## config.mk

```make
export PLATFORM = sky130hd
export DESIGN_NAME = hazard_controller
export DESIGN_NICKNAME = d
export VERILOG_FILES = /design/src/rtl/hazard_controller.sv
export SDC_FILE = /design/constraint.sdc
export NUM_CORES = 1
export LEC_CHECK = 0
export CAP_MARGIN = 5
export CORE_ASPECT_RATIO = 0.75
export CORE_MARGIN = 2
export CORE_UTILIZATION = 40
export CTS_CLUSTER_DIAMETER = 30
export DETAILED_ROUTE_END_ITERATION = 10
export GPL_TIMING_DRIVEN = 0
export PLACE_DENSITY = 0.67
export REMOVE_ABC_BUFFERS = 1
export SLEW_MARGIN = 20
export SYNTH_ARGS = -nofsm -noshare
export SYNTH_HDL_FRONTEND = slang
export SYNTH_SLANG_ARGS = --single-unit
```

## constraint.sdc

```tcl
create_clock -name CLOCK -period 3.45 [get_ports CLOCK]
set_input_delay 0.345 -clock CLOCK [delete_from_list [all_inputs] [get_ports CLOCK]]
set_output_delay 0.345 -clock CLOCK [all_outputs]
set_load 0.02 [all_outputs]
```

## src/rtl/hazard_controller.sv

```systemverilog
// ---------------------------------------------------------------------------
// hazard_controller
//
// Pipeline hazard controller for the 5-stage MIPS core. Detects load-use
// hazards and HI/LO hazards against the multi-cycle multiply/divide unit
// (MDU), and turns them into stall controls. It also turns taken branches
// and jumps resolved in ID into an IF/ID flush. The MDU occupancy is tracked
// with a 4-bit latency counter and a small RUN/BUSY/HWAIT state machine.
// Saturating stall and flush counters support performance analysis.
//
// Parameters:
//   MDU_LATENCY  cycles the MDU occupies HI/LO after a mult/div leaves ID (1..15)
//   CNT_WIDTH    width of the performance counters
//
// Ports:
//   CLOCK              in   system clock, rising edge
//   RESET              in   synchronous, active-high reset
//   ID_Rs_IN[4:0]      in   rs field of the instruction in ID
//   ID_Rt_IN[4:0]      in   rt field of the instruction in ID
//   ID_UsesRt_IN       in   ID instruction reads rt as a source
//   IDEX_MemRead_IN    in   instruction in EX is a load
//   IDEX_Rt_IN[4:0]    in   destination register of the load in EX
//   ID_BranchTaken_IN  in   branch in ID resolved taken
//   ID_Jump_IN         in   j/jal/jr in ID
//   ID_MDUStart_IN     in   mult/multu/div/divu in ID
//   ID_ReadsHILO_IN    in   mfhi/mflo in ID
//   PCWrite_OUT        out  PC update enable
//   IFID_STALL_OUT     out  hold the IF/ID register
//   IFID_FLUSH_OUT     out  zero the IF/ID register
//   IDEX_FLUSH_OUT     out  insert a bubble into ID/EX
//   MDUBusy_OUT        out  MDU still occupies HI/LO (registered)
//   StallCount_OUT     out  saturating count of stalled cycles
//   FlushCount_OUT     out  saturating count of IF/ID flush cycles
// ---------------------------------------------------------------------------
module hazard_controller #(
  parameter int MDU_LATENCY = 4,
  parameter int CNT_WIDTH   = 32
) (
  input  logic                 CLOCK,
  input  logic                 RESET,
  input  logic [4:0]           ID_Rs_IN,
  input  logic [4:0]           ID_Rt_IN,
  input  logic                 ID_UsesRt_IN,
  input  logic                 IDEX_MemRead_IN,
  input  logic [4:0]           IDEX_Rt_IN,
  input  logic                 ID_BranchTaken_IN,
  input  logic                 ID_Jump_IN,
  input  logic                 ID_MDUStart_IN,
  input  logic                 ID_ReadsHILO_IN,
  output logic                 PCWrite_OUT,
  output logic                 IFID_STALL_OUT,
  output logic                 IFID_FLUSH_OUT,
  output logic                 IDEX_FLUSH_OUT,
  output logic                 MDUBusy_OUT,
  output logic [CNT_WIDTH-1:0] StallCount_OUT,
  output logic [CNT_WIDTH-1:0] FlushCount_OUT
);

  typedef enum logic [1:0] {
    RUN   = 2'd0,
    BUSY  = 2'd1,
    HWAIT = 2'd2
  } mduState_t;

  mduState_t            state_q, state_d;
  logic [3:0]           mduCount_q, mduCount_d;
  logic [CNT_WIDTH-1:0] stallCnt_q, stallCnt_d;
  logic [CNT_WIDTH-1:0] flushCnt_q, flushCnt_d;

  logic loadUse;
  logic hiloHazard;
  logic stall;
  logic flush;
  logic mduAccept;

  // Hazard detection. A load into $0 never produces a real value, so it can
  // never create a dependence. The HI/LO hazard also catches a second mult/div
  // while the first is still running, since both would fight over HI/LO.
  always_comb begin
    loadUse    = IDEX_MemRead_IN && (IDEX_Rt_IN != 5'd0) &&
                 ((IDEX_Rt_IN == ID_Rs_IN) ||
                  (ID_UsesRt_IN && (IDEX_Rt_IN == ID_Rt_IN)));
    hiloHazard = (mduCount_q != 4'd0) && (ID_ReadsHILO_IN || ID_MDUStart_IN);
    stall      = loadUse || hiloHazard;
    flush      = !stall && (ID_BranchTaken_IN || ID_Jump_IN);
    mduAccept  = ID_MDUStart_IN && !stall;
  end

  // Pipeline control outputs. A stall masks a branch/jump because the branch
  // is simply re-presented in ID next cycle. During reset the pipeline is
  // frozen with every control deasserted, including the PC write.
  always_comb begin
    PCWrite_OUT    = 1'b0;
    IFID_STALL_OUT = 1'b0;
    IFID_FLUSH_OUT = 1'b0;
    IDEX_FLUSH_OUT = 1'b0;
    if (!RESET) begin
      if (stall) begin
        IFID_STALL_OUT = 1'b1;
        IDEX_FLUSH_OUT = 1'b1;
      end else if (flush) begin
        PCWrite_OUT    = 1'b1;
        IFID_FLUSH_OUT = 1'b1;
      end else begin
        PCWrite_OUT    = 1'b1;
      end
    end
  end

  // MDU latency counter and FSM next state. The counter is loaded only when the
  // mult/div actually leaves ID; a start held up by any stall just lets the
  // running count continue to drain. The FSM follows the counter: RUN when it
  // will be empty, HWAIT while a HI/LO consumer is being held off, else BUSY.
  always_comb begin
    mduCount_d = mduCount_q;
    state_d    = state_q;
    if (mduAccept) begin
      mduCount_d = 4'(MDU_LATENCY);
    end else if (mduCount_q != 4'd0) begin
      mduCount_d = mduCount_q - 4'd1;
    end

    case (state_q)
      RUN: begin
        if (mduAccept) begin
          state_d = BUSY;
        end
      end
      BUSY: begin
        if (mduCount_d == 4'd0) begin
          state_d = RUN;
        end else if (hiloHazard) begin
          state_d = HWAIT;
        end
      end
      HWAIT: begin
        if (mduCount_d == 4'd0) begin
          state_d = RUN;
        end else if (!hiloHazard) begin
          state_d = BUSY;
        end
      end
      default: begin
        state_d = RUN;
      end
    endcase
  end

  // Performance counters stop at all-ones rather than wrapping, so a long run
  // reads as "at least this many" instead of a misleading small number.
  always_comb begin
    stallCnt_d = stallCnt_q;
    flushCnt_d = flushCnt_q;
    if (stall && (stallCnt_q != '1)) begin
      stallCnt_d = stallCnt_q + CNT_WIDTH'(1);
    end
    if (flush && (flushCnt_q != '1)) begin
      flushCnt_d = flushCnt_q + CNT_WIDTH'(1);
    end
  end

  // State registers. Reset abandons any MDU operation in flight.
  always_ff @(posedge CLOCK) begin
    if (RESET) begin
      state_q    <= RUN;
      mduCount_q <= 4'd0;
      stallCnt_q <= '0;
      flushCnt_q <= '0;
    end else begin
      state_q    <= state_d;
      mduCount_q <= mduCount_d;
      stallCnt_q <= stallCnt_d;
      flushCnt_q <= flushCnt_d;
    end
  end

  assign MDUBusy_OUT    = (state_q != RUN);
  assign StallCount_OUT = stallCnt_q;
  assign FlushCount_OUT = flushCnt_q;

endmodule

```

; ---- Word-level counts from Yosys, hierarchy flattened
; Index checks and enable logic that the tools add are counted.
[totals]
inputBits = 23
wordCells = 50
reg_bits = 70
[op_classes]
muxes = 15
n_eq_ne = 9
addsub = 3
n_reduce_logical = 19
[op_table]
columns = op, count
row1 = $add 32x1->32 const B, 2
row2 = $ne 32x32->1 const B, 2
row3 = $eq 5x5->1, 2
row4 = $mux 2, 5
row5 = $logic_and 1x1->1, 8
row6 = $mux 4, 2
row7 = $mux 1, 7
row8 = $ne 3x3->1 const B, 2
row9 = $pmux 2 s3, 1
row10 = $reduce_bool 5->1, 1
row11 = $logic_not 4->1, 1
row12 = $logic_or 1x1->1, 4
row13 = $reduce_bool 4->1, 1
row14 = $sub 4x1->4 const B, 1
row15 = $reduce_and 3->1, 1
row16 = $eq 2x1->1 const B, 1
row17 = $eq 2x2->1 const B, 1
row18 = $logic_not 2->1, 1
row19 = $ne 2x2->1 const B, 1
row20 = $reduce_bool 2->1, 1
row21 = $logic_not 1->1, 1

; ---- Depth between registers and ports, before layout
[logic_depth]
word_depth = 11
mapped_depth = 11
depth_no_buf = 8

; ---- Least setup slack after synthesis
; OpenSTA, ideal clock, no wires.
[synth_timing]
path_type = reg-to-output
startpoint = register mduCount_q[0]
endpoint = output port IFID_STALL_OUT
required_time_ns = 3.105
n_path_buf = 3
arrival_ns = 2.234
path_slack_ns = 0.871
stages_incl_launch_ff = 10
cell_sequence = dfxtp_1 inv_1 ha_1 nor3b_2 or2_1 buf_6 and2_4 buf_6 nor3_1 buf_4
[synth_via]
elab_chain_len = 5
[synth_lines]
columns = element, line
row1 = start: declaration, 66  ; logic [3:0] mduCount_q, mduCount_d;
row2 = start signal: assignment, 171  ; mduCount_q <= mduCount_d;
row3 = $reduce_bool 4->1, 83  ; hiloHazard = (mduCount_q != 4'd0) && (ID_ReadsHILO_IN || ID_MDUStart_IN);
row4 = $logic_and 1x1->1, 83
row5 = $logic_or 1x1->1, 84  ; stall = loadUse || hiloHazard;
row6 = $mux 1 (2 in series), -
row7 = end: declaration, 51  ; output logic IFID_STALL_OUT,
; No other way between the ends.

; ---- Worst setup path after layout
[layout_timing]
startpoint = input port IDEX_Rt_IN[1]
endpoint = output port IFID_FLUSH_OUT
[layout_via]
elab_chain_len = 10
[layout_lines]
columns = element, line
row1 = start: declaration, 45  ; input logic [4:0] IDEX_Rt_IN,
row2 = $eq 5x5->1, 82  ; (ID_UsesRt_IN && (IDEX_Rt_IN == ID_Rt_IN)));
row3 = $logic_and 1x1->1, 82
row4 = $logic_or 1x1->1, 81  ; ((IDEX_Rt_IN == ID_Rs_IN) ||
row5 = $logic_and 1x1->1 (*), 80  ; loadUse = IDEX_MemRead_IN && (IDEX_Rt_IN != 5'd0) &&
row6 = $logic_or 1x1->1 (*), 84
row7 = $logic_not 1->1, 85  ; flush = !stall && (ID_BranchTaken_IN || ID_Jump_IN);
row8 = $logic_and 1x1->1, 85
row9 = $mux 1, 101  ; end else if (flush) begin
row10 = $mux 1 (*), 98  ; if (stall) begin
row11 = $mux 1 (*), 97  ; if (!RESET) begin
row12 = end: declaration, 52  ; output logic IFID_FLUSH_OUT,
; Every way passes the cells marked *; elsewhere a longest branch is shown, timed or not.

==> impl_metrics.toml <==
[power]
power.leakage_nw = 1.508
p_total_mw = 2.359
ir_drop_mv = 0.3282
power_density_mw_per_mm2 = 471.1

[floorplanning]
die_w_um = 115.3
die_h_um = 87.45
placementRows = 30
die-area_mm2 = 0.01008
boundaryPins = 92
start_util = 0.4105
core_mm2 = 0.009046

[final_layout]
utilization = 0.5534
final_common_cell = "clkdlybuf4s50_1"
diodes = 0
final_cell_mix = "clkdlybuf4s50_1, dfxtp_1, a21oi_1"
final_nets = 579
final_layout_size_suffix_gt1_frac = 0.06655
n_fill_cell = 836
syn_to_final_growth_pct = 34.80

[detailed_routing]
route.detailed.drc = 0
drt-met1-wl_um = 5096
initialDrtViolationCount = 207
routed.top_layer = "met4"
vias_per_cell = 5.602
wl_met2_um = 4442
first_pass_iters = 5
wl_per_cell_um = 14.64
ant_nets = 0
met3_length_um = 396
finalWirelength_um = 10020
vias = 3832

[timing]
skew_ps = 4.662
worst_hold_slack_ps = 441.6
fin_setup_tns_ps = 0
fmax_mhz = 315.8
rsz0062_at_grt = "no"
finalHoldViolCount = 0
setup_viol = 0
finalMaxSlewViolations = 0
timing.final.crit_period_ps = 3167
slew_headroom = 0.4381
period_share = 0.9180
worst_pin_slew_ps = 837.2

[min_path]
min_path_type = "in -> reg"

[place]
routabilityCongestion = 0.7913
hpwl_um = 7421
port_buffers = 91

[critical_path]
crit_path_top_delay_cell = "clkdlybuf4s50_1"
required_ps = 3110
cpMostUsedCell = "clkdlybuf4s50_1"
crit_arrival_ps = 2820
cp_max_fo = 7
r2r_slack_ps = 460
end_kind = "output port"
path_cells = "clkdlybuf4s50_1 > or4_1 > o21ai_2 > and2_4 > nor2_1 > nor3_1 > clkdlybuf4s50_1"
slowest_delay_ps = 650
critPathKind = "in -> out"
startpoint_type = "input port"

[synth]
yosysSeqAreaShare = 0.3774
synthCells = 468
synth_edf_count = 0
yosys_warnings = 0
avgSynthCellArea_um2 = 7.935
ys_types = 47
async_reset_ff_frac = 0
syn-cell-area_mm2 = 0.003714
synth_ff_type = "dfxtp_1"
ys_ff_latch = 70

[clocking]
cts_root_buf = "clkbuf_16"
cts.sinks = 70
clock_insertion_delay_worst_skew_ps = 320
cts_max_path_buffers = 2
numCtsBuffers = 9
ctsHoldBuffers = 0
path_clk_slew_ps = 50
tritoncts = "done"
h-tree-depth = 3

[grt]
grt_pass1_vias = 3327
grt_antenna_before_repair = 0
grt_max_degree = 40
track_usage = 0.2010
grt_pass1_wl_um = 16280
gr-total-overflow = 0

[run]
maxCapViolCount = 0

[status]
outcome = "finished clean"
[synth_stat cells, types with 4 or more instances]
master,instances,area (µm²)
nor2_1,34,127.6
nor3_1,11,55.05
and3_1,7,43.79
mux2_2,5,56.30
or3_1,39,244.0
or2_2,8,50.05
clkbuf_1,15,56.30
xnor2_1,16,140.1
nor2b_1,4,25.02
inv_1,12,45.04
nand2_1,33,123.9
or4_1,11,82.58
o31ai_1,9,67.56
o311ai_0,4,35.03
a21oi_1,48,240.2
o21ai_0,35,175.2
nor4_1,11,68.82
nand4_1,25,156.4
nand3_1,26,130.1
dfxtp_1,70,1401
o41ai_1,4,35.03
[repair_timing]
item	in CTS	in global routing
gates resized for setup	0	3
buffers inserted	0	0
setup endpoints to repair	0	9
[final timing paths]
check	from	end	depth (start not counted)
min	RESET	StallCount_OUT[2]	2
min reg2reg	FlushCount_OUT[16]	FlushCount_OUT[16]	2
max reg2reg	mduCount_q[0]	FlushCount_OUT[16]	10
max	IDEX_Rt_IN[1]	IFID_FLUSH_OUT	7
[layer usage]
| metal | up-vias | GRT usage |
|---|---|---|
| met5 | - | 0 |
| met4 | 0 | 0.05696 |
| met3 | 7 | 0.03619 |
| met2 | 80 | 0.3016 |
| met1 | 1818 | 0.2943 |
| li1 | 1927 | - |
[logic make-up (layout without fill, tap and decap cells)]
family,Yosys count,count (layout),synth area share
adder cells (fa/ha/maj),3,3,0.01011
flip-flops,70,70,0.3774
buffers and inverters,33,121,0.03908
AND/OR/NAND/NOR,218,218,0.3201
multiplexers,6,6,0.01819
XOR/XNOR,19,19,0.04481
AO/OA/AOI/OAI,119,119,0.1904
[state kept, by name, summed over array words and instances, names as in the netlist]
signal and cells:
FlushCount_OUT 32, StallCount_OUT 32, mduCount_q 4, state_q 2
[where the power goes]
| group | switching [mW] | total, mW | leakage (nW) | internal, mW |
|---|---|---|---|---|
| logic | 0.371 | 0.628 | 0.815 | 0.257 |
| registers | 0.0636 | 0.919 | 0.565 | 0.855 |
| clock network | 0.316 | 0.812 | 0.128 | 0.496 |
[critical path: cells and delay by family]
family                 cells  cell delay [ps]
AOI/OAI and AO/OA          1              300
buffers and inverters      2             1110
and+or+nand+nor            4             1060
[stage by stage]
stage / cells / setup WS, ps / instance area (µm²)
2_1_floorplan: 447 / 693.3 / 3613
3_3_place_gp: 666 / -739.3 / 4684
3_5_place_dp: 670 / 100.8 / 4738
4_1_cts: 684 / 68.54 / 4995
5_1_grt: 684 / 88.30 / 5006
6_report: 684 / 283.0 / 5006
[area by class of cell]
type	instances	area, µm²	share of cell area
clock inverter	2	10.01	0.002000
multi-input combinational	365	2185	0.4364
tap	128	160.2	0.03199
clock buffer	12	246.5	0.04924
timing repair buffer	95	958.4	0.1915
inverter	12	45.04	0.008998
sequential	70	1401	0.2799
(Power assumes the default switching activity.)
